<file path="config.mk">
export PLATFORM = sky130hd
export DESIGN_NAME = paddle_encoder
export DESIGN_NICKNAME = d
export VERILOG_FILES = /design/src/rtl/pong_pkg.sv /design/src/rtl/quad_debounce.sv /design/src/rtl/paddle_encoder.sv
export SDC_FILE = /design/constraint.sdc
export NUM_CORES = 1
export LEC_CHECK = 0
export BUFFER_PORTS_ARGS = -buffer_cell sky130_fd_sc_hd__buf_2
export CAP_MARGIN = 20
export CORE_MARGIN = 2
export CORE_UTILIZATION = 45
export CTS_CLUSTER_DIAMETER = 30
export DETAILED_ROUTE_END_ITERATION = 12
export PLACE_DENSITY = 0.74
export REMOVE_ABC_BUFFERS = 1
export SETUP_SLACK_MARGIN = 0.05
export SLEW_MARGIN = 20
export SYNTH_ARGS = -nofsm -noshare
export SYNTH_HDL_FRONTEND = slang
export SYNTH_SLANG_ARGS = --single-unit
</file>
<file path="constraint.sdc">
create_clock -name clk -period 2.57 [get_ports clk]
set_clock_uncertainty 0.05 [all_clocks]
set_input_delay 0.771 -clock clk [delete_from_list [all_inputs] [get_ports clk]]
set_output_delay 0.771 -clock clk [all_outputs]
set_load 0.005 [all_outputs]
</file>
<file path="src/rtl/pong_pkg.sv">
// Shared game constants and the paddle bitmap helper used by the encoder,
// the game core and the renderer.
package pong_pkg;

  localparam int SCREEN_H       = 32;
  localparam int PADDLE_LEN_DEF = 4;

  typedef enum logic [1:0] {
    STEP_NONE = 2'd0,
    STEP_FWD  = 2'd1,
    STEP_REV  = 2'd2,
    STEP_ERR  = 2'd3
  } step_t;

  // Rows pos .. pos+len-1 set; 7-bit compare so pos+len = 32 cannot overflow.
  function automatic logic [31:0] paddle_mask(input logic [5:0] pos, input logic [5:0] len);
    logic [31:0] m;
    logic [6:0]  top;
    top = {1'b0, pos} + {1'b0, len};
    for (int i = 0; i < SCREEN_H; i++) begin
      m[i] = (7'(i) >= {1'b0, pos}) && (7'(i) < top);
    end
    return m;
  endfunction

endpackage

</file>
<file path="src/rtl/quad_debounce.sv">
// Two-flop synchroniser plus level debouncer for one encoder phase.
// A new level is accepted only after DEBOUNCE consecutive differing samples.
module quad_debounce #(
  parameter int DEBOUNCE = 3
) (
  input  logic clk,
  input  logic reset_n,
  input  logic pin,
  output logic level
);

  localparam int                CNT_W    = $clog2(DEBOUNCE + 1);
  localparam logic [CNT_W-1:0] CNT_LAST = CNT_W'(DEBOUNCE - 1);
  localparam logic [CNT_W-1:0] CNT_ONE  = CNT_W'(1);

  logic             sync_p0;
  logic             sync_p1;
  logic [CNT_W-1:0] cnt;

  always_ff @(posedge clk or negedge reset_n) begin
    if (!reset_n) begin
      sync_p0 <= 1'b0;
      sync_p1 <= 1'b0;
      level   <= 1'b0;
      cnt     <= '0;
    end else begin
      sync_p0 <= pin;
      sync_p1 <= sync_p0;
      // debounce stage
      if (sync_p1 == level) begin
        cnt <= '0;
      end else if (cnt == CNT_LAST) begin
        level <= ~level;
        cnt   <= '0;
      end else begin
        cnt <= cnt + CNT_ONE;
      end
    end
  end

endmodule

</file>
<file path="src/rtl/paddle_encoder.sv">
// Quadrature encoder to saturating paddle position and 32-bit paddle bitmap.
// Pipeline: debounced phases -> decode/accumulate -> position -> bitmap.
module paddle_encoder
  import pong_pkg::*;
#(
  parameter int HEIGHT       = SCREEN_H,
  parameter int PADDLE_LEN   = PADDLE_LEN_DEF,
  parameter int CENTER_POS   = 14,
  parameter int DEBOUNCE     = 3,
  parameter int STEPS_PER_PX = 2
) (
  input  logic        clk,
  input  logic        reset_n,
  input  logic        enc_a,
  input  logic        enc_b,
  input  logic        center,
  output logic [4:0]  position,
  output logic [31:0] paddle,
  output logic        step_err
);

  localparam int                       ACC_W   = $clog2(STEPS_PER_PX) + 1;
  localparam logic signed [ACC_W-1:0] ACC_MAX = ACC_W'(STEPS_PER_PX - 1);
  localparam logic signed [ACC_W-1:0] ACC_MIN = -ACC_MAX;
  localparam logic signed [ACC_W-1:0] ACC_ONE = ACC_W'(1);
  localparam logic [5:0]              MAX_POS = 6'(HEIGHT - PADDLE_LEN);
  localparam logic [5:0]              CTR_POS = 6'(CENTER_POS);
  localparam logic [5:0]              LEN6    = 6'(PADDLE_LEN);

  logic [1:0]              ab_p0;
  logic [1:0]              prev_ab;
  step_t                   step_p0;
  logic signed [ACC_W-1:0] acc_p1;
  logic                    up_p1;
  logic                    dn_p1;
  logic [5:0]              pos_p2;

  // Gray-code phase index along the forward direction 00 -> 10 -> 11 -> 01.
  function automatic logic [1:0] phase(input logic [1:0] ab);
    case (ab)
      2'b00:   return 2'd0;
      2'b10:   return 2'd1;
      2'b11:   return 2'd2;
      default: return 2'd3;
    endcase
  endfunction

  function automatic step_t decode(input logic [1:0] prev, input logic [1:0] cur);
    logic [1:0] d;
    d = phase(cur) - phase(prev);
    case (d)
      2'd0:    return STEP_NONE;
      2'd1:    return STEP_FWD;
      2'd3:    return STEP_REV;
      default: return STEP_ERR;
    endcase
  endfunction

  function automatic logic [5:0] sat_move(input logic [5:0] pos, input logic up, input logic dn);
    if (up && (pos < MAX_POS)) return pos + 6'd1;
    if (dn && (pos != 6'd0))   return pos - 6'd1;
    return pos;
  endfunction

  quad_debounce #(.DEBOUNCE(DEBOUNCE)) u_deb_a (
    .clk     (clk),
    .reset_n (reset_n),
    .pin     (enc_a),
    .level   (ab_p0[1])
  );

  quad_debounce #(.DEBOUNCE(DEBOUNCE)) u_deb_b (
    .clk     (clk),
    .reset_n (reset_n),
    .pin     (enc_b),
    .level   (ab_p0[0])
  );

  assign step_p0 = decode(prev_ab, ab_p0);

  always_ff @(posedge clk or negedge reset_n) begin
    if (!reset_n) begin
      prev_ab  <= 2'b00;
      step_err <= 1'b0;
      acc_p1   <= '0;
      up_p1    <= 1'b0;
      dn_p1    <= 1'b0;
      pos_p2   <= CTR_POS;
      paddle   <= paddle_mask(CTR_POS, LEN6);
    end else begin
      // decode / accumulate stage
      prev_ab  <= ab_p0;
      step_err <= (step_p0 == STEP_ERR);
      up_p1    <= 1'b0;
      dn_p1    <= 1'b0;
      if (center) begin
        acc_p1 <= '0;
      end else if (step_p0 == STEP_FWD) begin
        if (acc_p1 == ACC_MAX) begin
          acc_p1 <= '0;
          up_p1  <= 1'b1;
        end else begin
          acc_p1 <= acc_p1 + ACC_ONE;
        end
      end else if (step_p0 == STEP_REV) begin
        if (acc_p1 == ACC_MIN) begin
          acc_p1 <= '0;
          dn_p1  <= 1'b1;
        end else begin
          acc_p1 <= acc_p1 - ACC_ONE;
        end
      end
      // position stage
      pos_p2 <= center ? CTR_POS : sat_move(pos_p2, up_p1, dn_p1);
      // bitmap stage
      paddle <= paddle_mask(pos_p2, LEN6);
    end
  end

  assign position = pos_p2[4:0];

endmodule

</file>
==> Yosys cells after proc, flatten, opt, wreduce, memory -nomap -nowiden <==
Cells that the tools add are included.
{ "word_totals": {"output_inout_bits": 38, "wordCells": 176, "reg_bits": 55, "inputBits": 5} }
{ "op_classes": {"n_eq_ne": 15, "mux": 27, "addsub": 8, "n_reduce_logical": 42, "magnitude_cmp": 65, "bitwise_logic": 4} }
{ "op_table": {"columns": ["operator", "count"], "rows": [
  ["< comparator 5 x 7 -> 1 bit (first input constant)", 16],
  ["greater-or-equal comparator 5 x 6 -> 1 bit (first input constant)", 16],
  ["< comparator 4 x 7 -> 1 bit (first input constant)", 8],
  ["greater-or-equal comparator 4 x 6 -> 1 bit (first input constant)", 8],
  ["logical AND 1 bit", 34],
  ["two-way mux 6 bit", 5],
  ["< comparator 3 x 7 -> 1 bit (first input constant)", 4],
  ["greater-or-equal comparator 3 x 6 -> 1 bit (first input constant)", 4],
  ["equality test 2 bit (second input constant)", 10],
  ["two-way mux 2 bit", 9],
  ["one-hot mux 2 bit (3 select lines)", 3],
  ["< comparator 1 x 7 -> 1 bit (first input constant)", 2],
  ["< comparator 2 x 7 -> 1 bit (first input constant)", 2],
  ["greater-or-equal comparator 1 x 6 -> 1 bit (first input constant)", 2],
  ["greater-or-equal comparator 2 x 6 -> 1 bit (first input constant)", 2],
  ["two-way mux 1 bit", 10],
  ["adder 6 x 3 -> 7 bit (second input constant)", 1],
  ["adder 6 x 1 -> 6 bit (second input constant)", 1],
  ["equality test 2 x 1 -> 1 bit (second input constant)", 3],
  ["logical NOT 2 bit", 3],
  ["< comparator 6 x 5 -> 1 bit (second input constant)", 1],
  ["nonzero test 3 bit", 2],
  ["nonzero test 6 bit", 1],
  ["subtractor 6 x 1 -> 6 bit (second input constant)", 1],
  ["7 further kinds", 13]
]} }

==> Depth between registers and ports, before layout <==
{ "depth": {"depth_word": 9, "depth_mapped": 9, "ltp_nobuf": 7} }

==> Modules after synthesis <==
Synthesis repeated with hierarchy kept, for this count alone.
{ "unflattened": {"hier_cells": 282, "area_unflattened_um2": 2940.3} }
{ "by_module_without_submodules": {"columns": ["module", "area_each_um2", "seq_area_each_um2", "n_inst", "cells_per_inst"], "rows": [
  ["paddle_encoder", 2590.0, 1134.8, 1, 262],
  ["quad_debounce", 175.2, 125.1, 2, 10]
]} }

==> Worst setup path before layout <==
OpenSTA, ideal clock, no wires.
{ "synth_path": {"path_type": "reg2reg", "startpoint": "register pos_p2[1]", "endpoint": "register pos_p2[4]", "t_required_ns": 2.392, "slack_ns": -0.146, "stages_incl_launch_ff": 8, "t_arrival_ns": 2.538, "n_path_buf": 1, "period_less_slack_ns": 2.716, "setup_time_ns": 0.128, "path_cell_list": "dfstp_2 > clkbuf_1 > inv_1 > ha_1 > and4b_4 > a2111oi_4 > mux2i_1 > mux2_1"} }
{ "synth_via": {"elab_chain_len": 6, "elab_cells_between_ends": 15, "classes_between": "2 x add/sub; 1 x order compare; 8 x mux; 4 x reduce/logical"} }
{ "synth_lines": {"columns": ["item", "line", "rtl"], "rows": [
  ["start: declaration", "paddle_encoder.sv:36", "logic [5:0] pos_p2;"],
  ["start signal: assignment", "paddle_encoder.sv:114", "pos_p2 <= center ? CTR_POS : sat_move(pos_p2, up_p1, dn_p1);"],
  ["adder 6 x 1 -> 6 bit or nonzero test 6 bit (tied branches)", "paddle_encoder.sv:60, paddle_encoder.sv:61", null],
  ["two-way mux 6 bit or logical AND 1 bit (tied branches)", "paddle_encoder.sv:60, paddle_encoder.sv:61", null],
  ["two-way mux 6 bit", "paddle_encoder.sv:61", "if (dn && (pos != 6'd0)) return pos - 6'd1;"],
  ["two-way mux 6 bit", "paddle_encoder.sv:62", "return pos;"],
  ["two-way mux 6 bit", "paddle_encoder.sv:61", null],
  ["two-way mux 6 bit", "paddle_encoder.sv:114", null]
]} }
Parallel ways exist; a longest one is shown, timed or not. The select of a mux whose other input is x is not followed.
A chain may end at the register's enable or synchronous reset.

==> Worst setup path in the final report <==
{ "layout_path": {"startpoint": "register pos_p2[2]", "endpoint": "register paddle[18]"} }
{ "layout_via": {"elab_chain_len": 3, "elab_cells_between_ends": 4, "classes_between": "1 x add/sub; 2 x order compare; 1 x reduce/logical"} }
{ "layout_lines": {"columns": ["item", "line", "rtl"], "rows": [
  ["adder 6 x 3 -> 7 bit", "pong_pkg.sv:19", "top = {1'b0, pos} + {1'b0, len};"],
  ["< comparator 5 x 7 -> 1 bit", "pong_pkg.sv:21", "m[i] = (7'(i) >= {1'b0, pos}) && (7'(i) < top);"],
  ["logical AND 1 bit (*)", "pong_pkg.sv:21", null],
  ["end signal: assignment", "paddle_encoder.sv:89", "paddle <= paddle_mask(CTR_POS, LEN6);"],
  ["end signal: assignment", "paddle_encoder.sv:116", "paddle <= paddle_mask(pos_p2, LEN6);"],
  ["end: declaration", "paddle_encoder.sv:18", "output logic [31:0] paddle,"]
]} }
Every way passes the cells marked *; elsewhere a longest branch is shown, timed or not.

==> out/qor.yml <==
initial_core_util_pct: 46.2
drt_iter0_markers: 374
grt_first_pass_wirelength_mm: 11.1
timing.setup.tns_ps: 0
switching_share_pct: 33.2
diodes: 0
layout.nets: 342
regToRegSetupSlack_ps: 250
clockBufferDepth: 2
synth_cell_types: 54
most-common-layout-cells: "48 x dfrtp_1, 42 x buf_2, 26 x nor2_1, 21 x nand2_1, 16 x ha_1"
timing.critical_path.from_type: "flip-flop"
maxCapViolations: 0
cts_sinks: 55
min_path_type: "reg -> reg"
layout.cells.most_common: "dfrtp_1"
syn_avg_cell_area_um2: 10.4
fin_crit_ps: 2320
p_comb_share_pct: 35.2
cts_root_buf: "clkbuf_8"
rsz0062_at_grt: "false"
hold_buffers: 0
grt_overflow: 0
io_pins: 43
synthCells: 281
critical-path-max-stage-delay_ps: 680
worstSetupEndpointType: "flip-flop"
clk_pin_slew_ps: 90
die_h_um: 84.5
grt_usage_pct: 19.2
place_congestion: 0.952
num_vias: 2290
dp_cells: 390
htreeDepth: 2
area_growth_pct: 13.8
cellPowerDensity_nw_per_um2: 770
slowest_stage: "dfstp_2"
ant_nets: 0
port_buffers: 42
grt_max_degree: 35
yosys_most_used_dff: "dfrtp_1"
ys_seq_elements: 55
ys_warn_count: 0
synth-edff-count: 0
worst_pin_slew_ps: 706
finalMaxSlewViolations: 0
max_freq_mhz: 432
crit_buf_inv: 1
p_sw_uw: 847
final_util_pct: 52.5
p_int_uw: 1710
crit_type: "reg -> reg"
hpwlAfterDp_mm: 4.83
cp_max_fo: 13
hold_viol: 0
peakVddDrop_mv: 0.520
max_slew_margin_pct: 52.6
outcome: "complete, no violations"
dieArea_um2: 7140
clkLatencyLatePin_ps: 310
rows: 29
cts_tree: "built"
clkPwrFrac_pct: 22.0
cts-resized-gates: 0
drtPass1Iterations: 4
seq_power_share_pct: 42.8
core_area_um2: 6310
grt_pass1_vias: 2276
critPathArrivalTime_ps: 2410
via_per_inst: 5.75
p_leak_uw: 0.00162
grt_antenna_before_repair: 0
crit_path_cell_trace: "inv_1 -> ha_1 -> nor3_1 -> a221oi_1"
yosysSeqAreaShare_pct: 47.5
setup_viol: 0
wl_per_cell_um: 16.4
cts_buffers: 5
drive_gt1_share_pct: 26.5
synth.cell_area_um2: 2920
cpLargestDelayFamily: "flip-flops"
dieWidth_um: 84.5
finalCritPeriodShare_pct: 90.1
drt-total-wl_mm: 6.53
async_flop_share_pct: 100
worstPathRequired_ps: 2660
drcViolationCount: 0
cts_setup_buffers: 0
final_cells: 398
## synthesized netlist by cell type, types with 4 or more instances
cell      number  share of area (%)
a211oi_1       5                1.3
clkbuf_1      15                1.9
nor2_1        26                3.3
a21oi_1       14                2.4
dfstp_2        7                6.3
a221oi_1      11                3.3
mux2i_1        7                2.4
inv_1         13                1.7
nor2b_1        7                1.5
buf_4          5                1.3
o21ai_0       10                1.7
nand2_1       21                2.7
ha_1          17                7.3
buf_6          4                1.5
nor3_1         8                1.4
dfrtp_1       48                 41
a311oi_1       7                2.1
## flip-flops by register name, indices dropped and copies added, names as in the netlist
register         flops
step_err             1
u_deb_a.sync_p0      1
u_deb_a.cnt          2
u_deb_b.cnt          2
u_deb_b.sync_p1      1
pos_p2               6
up_p1                1
u_deb_b.sync_p0      1
u_deb_b.level        1
paddle              32
prev_ab              2
u_deb_a.sync_p1      1
u_deb_a.level        1
acc_p1               2
dn_p1                1
## final timing paths
kind	from	end	depth (start not counted)
worst max register to register	pos_p2[2]	paddle[18]	4
worst min register to register	u_deb_a.sync_p0	u_deb_a.sync_p1	0
max in group asynchronous	reset_n	paddle[15]	2
worst max-delay path	pos_p2[2]	paddle[18]	4
worst min-delay path	u_deb_a.sync_p0	u_deb_a.sync_p1	0
min in group asynchronous	reset_n	dn_p1	1
## per-stage QoR
step | total power (µW) | hold WS, ps | setup WS [ps] | area [µm²]
after global routing | 2730 | 317 | 101 | 3320
final | 2550 | 305 | 253 | 3320
after floorplan | 1710 | 281 | 56.9 | 2770
after global placement | 1970 | 284 | 299 | 3200
after CTS | 2580 | 309 | 191 | 3310
after detailed placement | 2010 | 286 | 243 | 3200
## cells by family after synthesis
| kind of cell | count (synthesis) | share of synthesized area, % |
|---|---|---|
| AND/OR/NAND/NOR | 89 | 15.9 |
| AO/OA/AOI/OAI | 65 | 16.5 |
| flip-flops | 55 | 47.5 |
| buffers and inverters | 38 | 6.61 |
| adder cells (fa/ha/maj) | 17 | 7.30 |
| multiplexers | 11 | 3.95 |
| XOR/XNOR | 6 | 2.27 |
## routing by layer
layer	vias to the layer above	part of all wire (%)	track usage, %	wire [µm]
li1	1074	-	-	-
met1	1108	41	26.3	2670
met2	93	50	30.8	3240
met3	15	7.1	2.85	462
met4	0	2.3	7.65	153
met5	-	0	0	0
## worst reg2reg max path, delay by kind of cell (launching register included)
family                     cells  cell delay (ps)
AOI/OAI and AO/OA              1              210
DFF                            1              680
and+or+nand+nor                1              650
adders and majority gates      1              450
buffers and inverters          1               90
## power by group through the flow
stage / Combinational [µW] / Clock (µW) / Sequential [µW]
finish: 898 / 562 / 1090
global route: 997 / 624 / 1110
CTS: 900 / 585 / 1100
detailed placement: 893 / 0 / 1110
global placement: 876 / 0 / 1100
floorplan: 583 / 0 / 1130
## area by class of cell
cell class | count | area [µm²]
multi-input combinational | 188 | 1340
tap | 77 | 96.3
timing repair buffer | 57 | 335
fill | 565 | 3000
sequential | 55 | 1390
clock buffer | 6 | 72.6
inverter | 13 | 48.8
clock inverter | 2 | 38.8
Note: power is estimated with default switching activity, not from simulation.
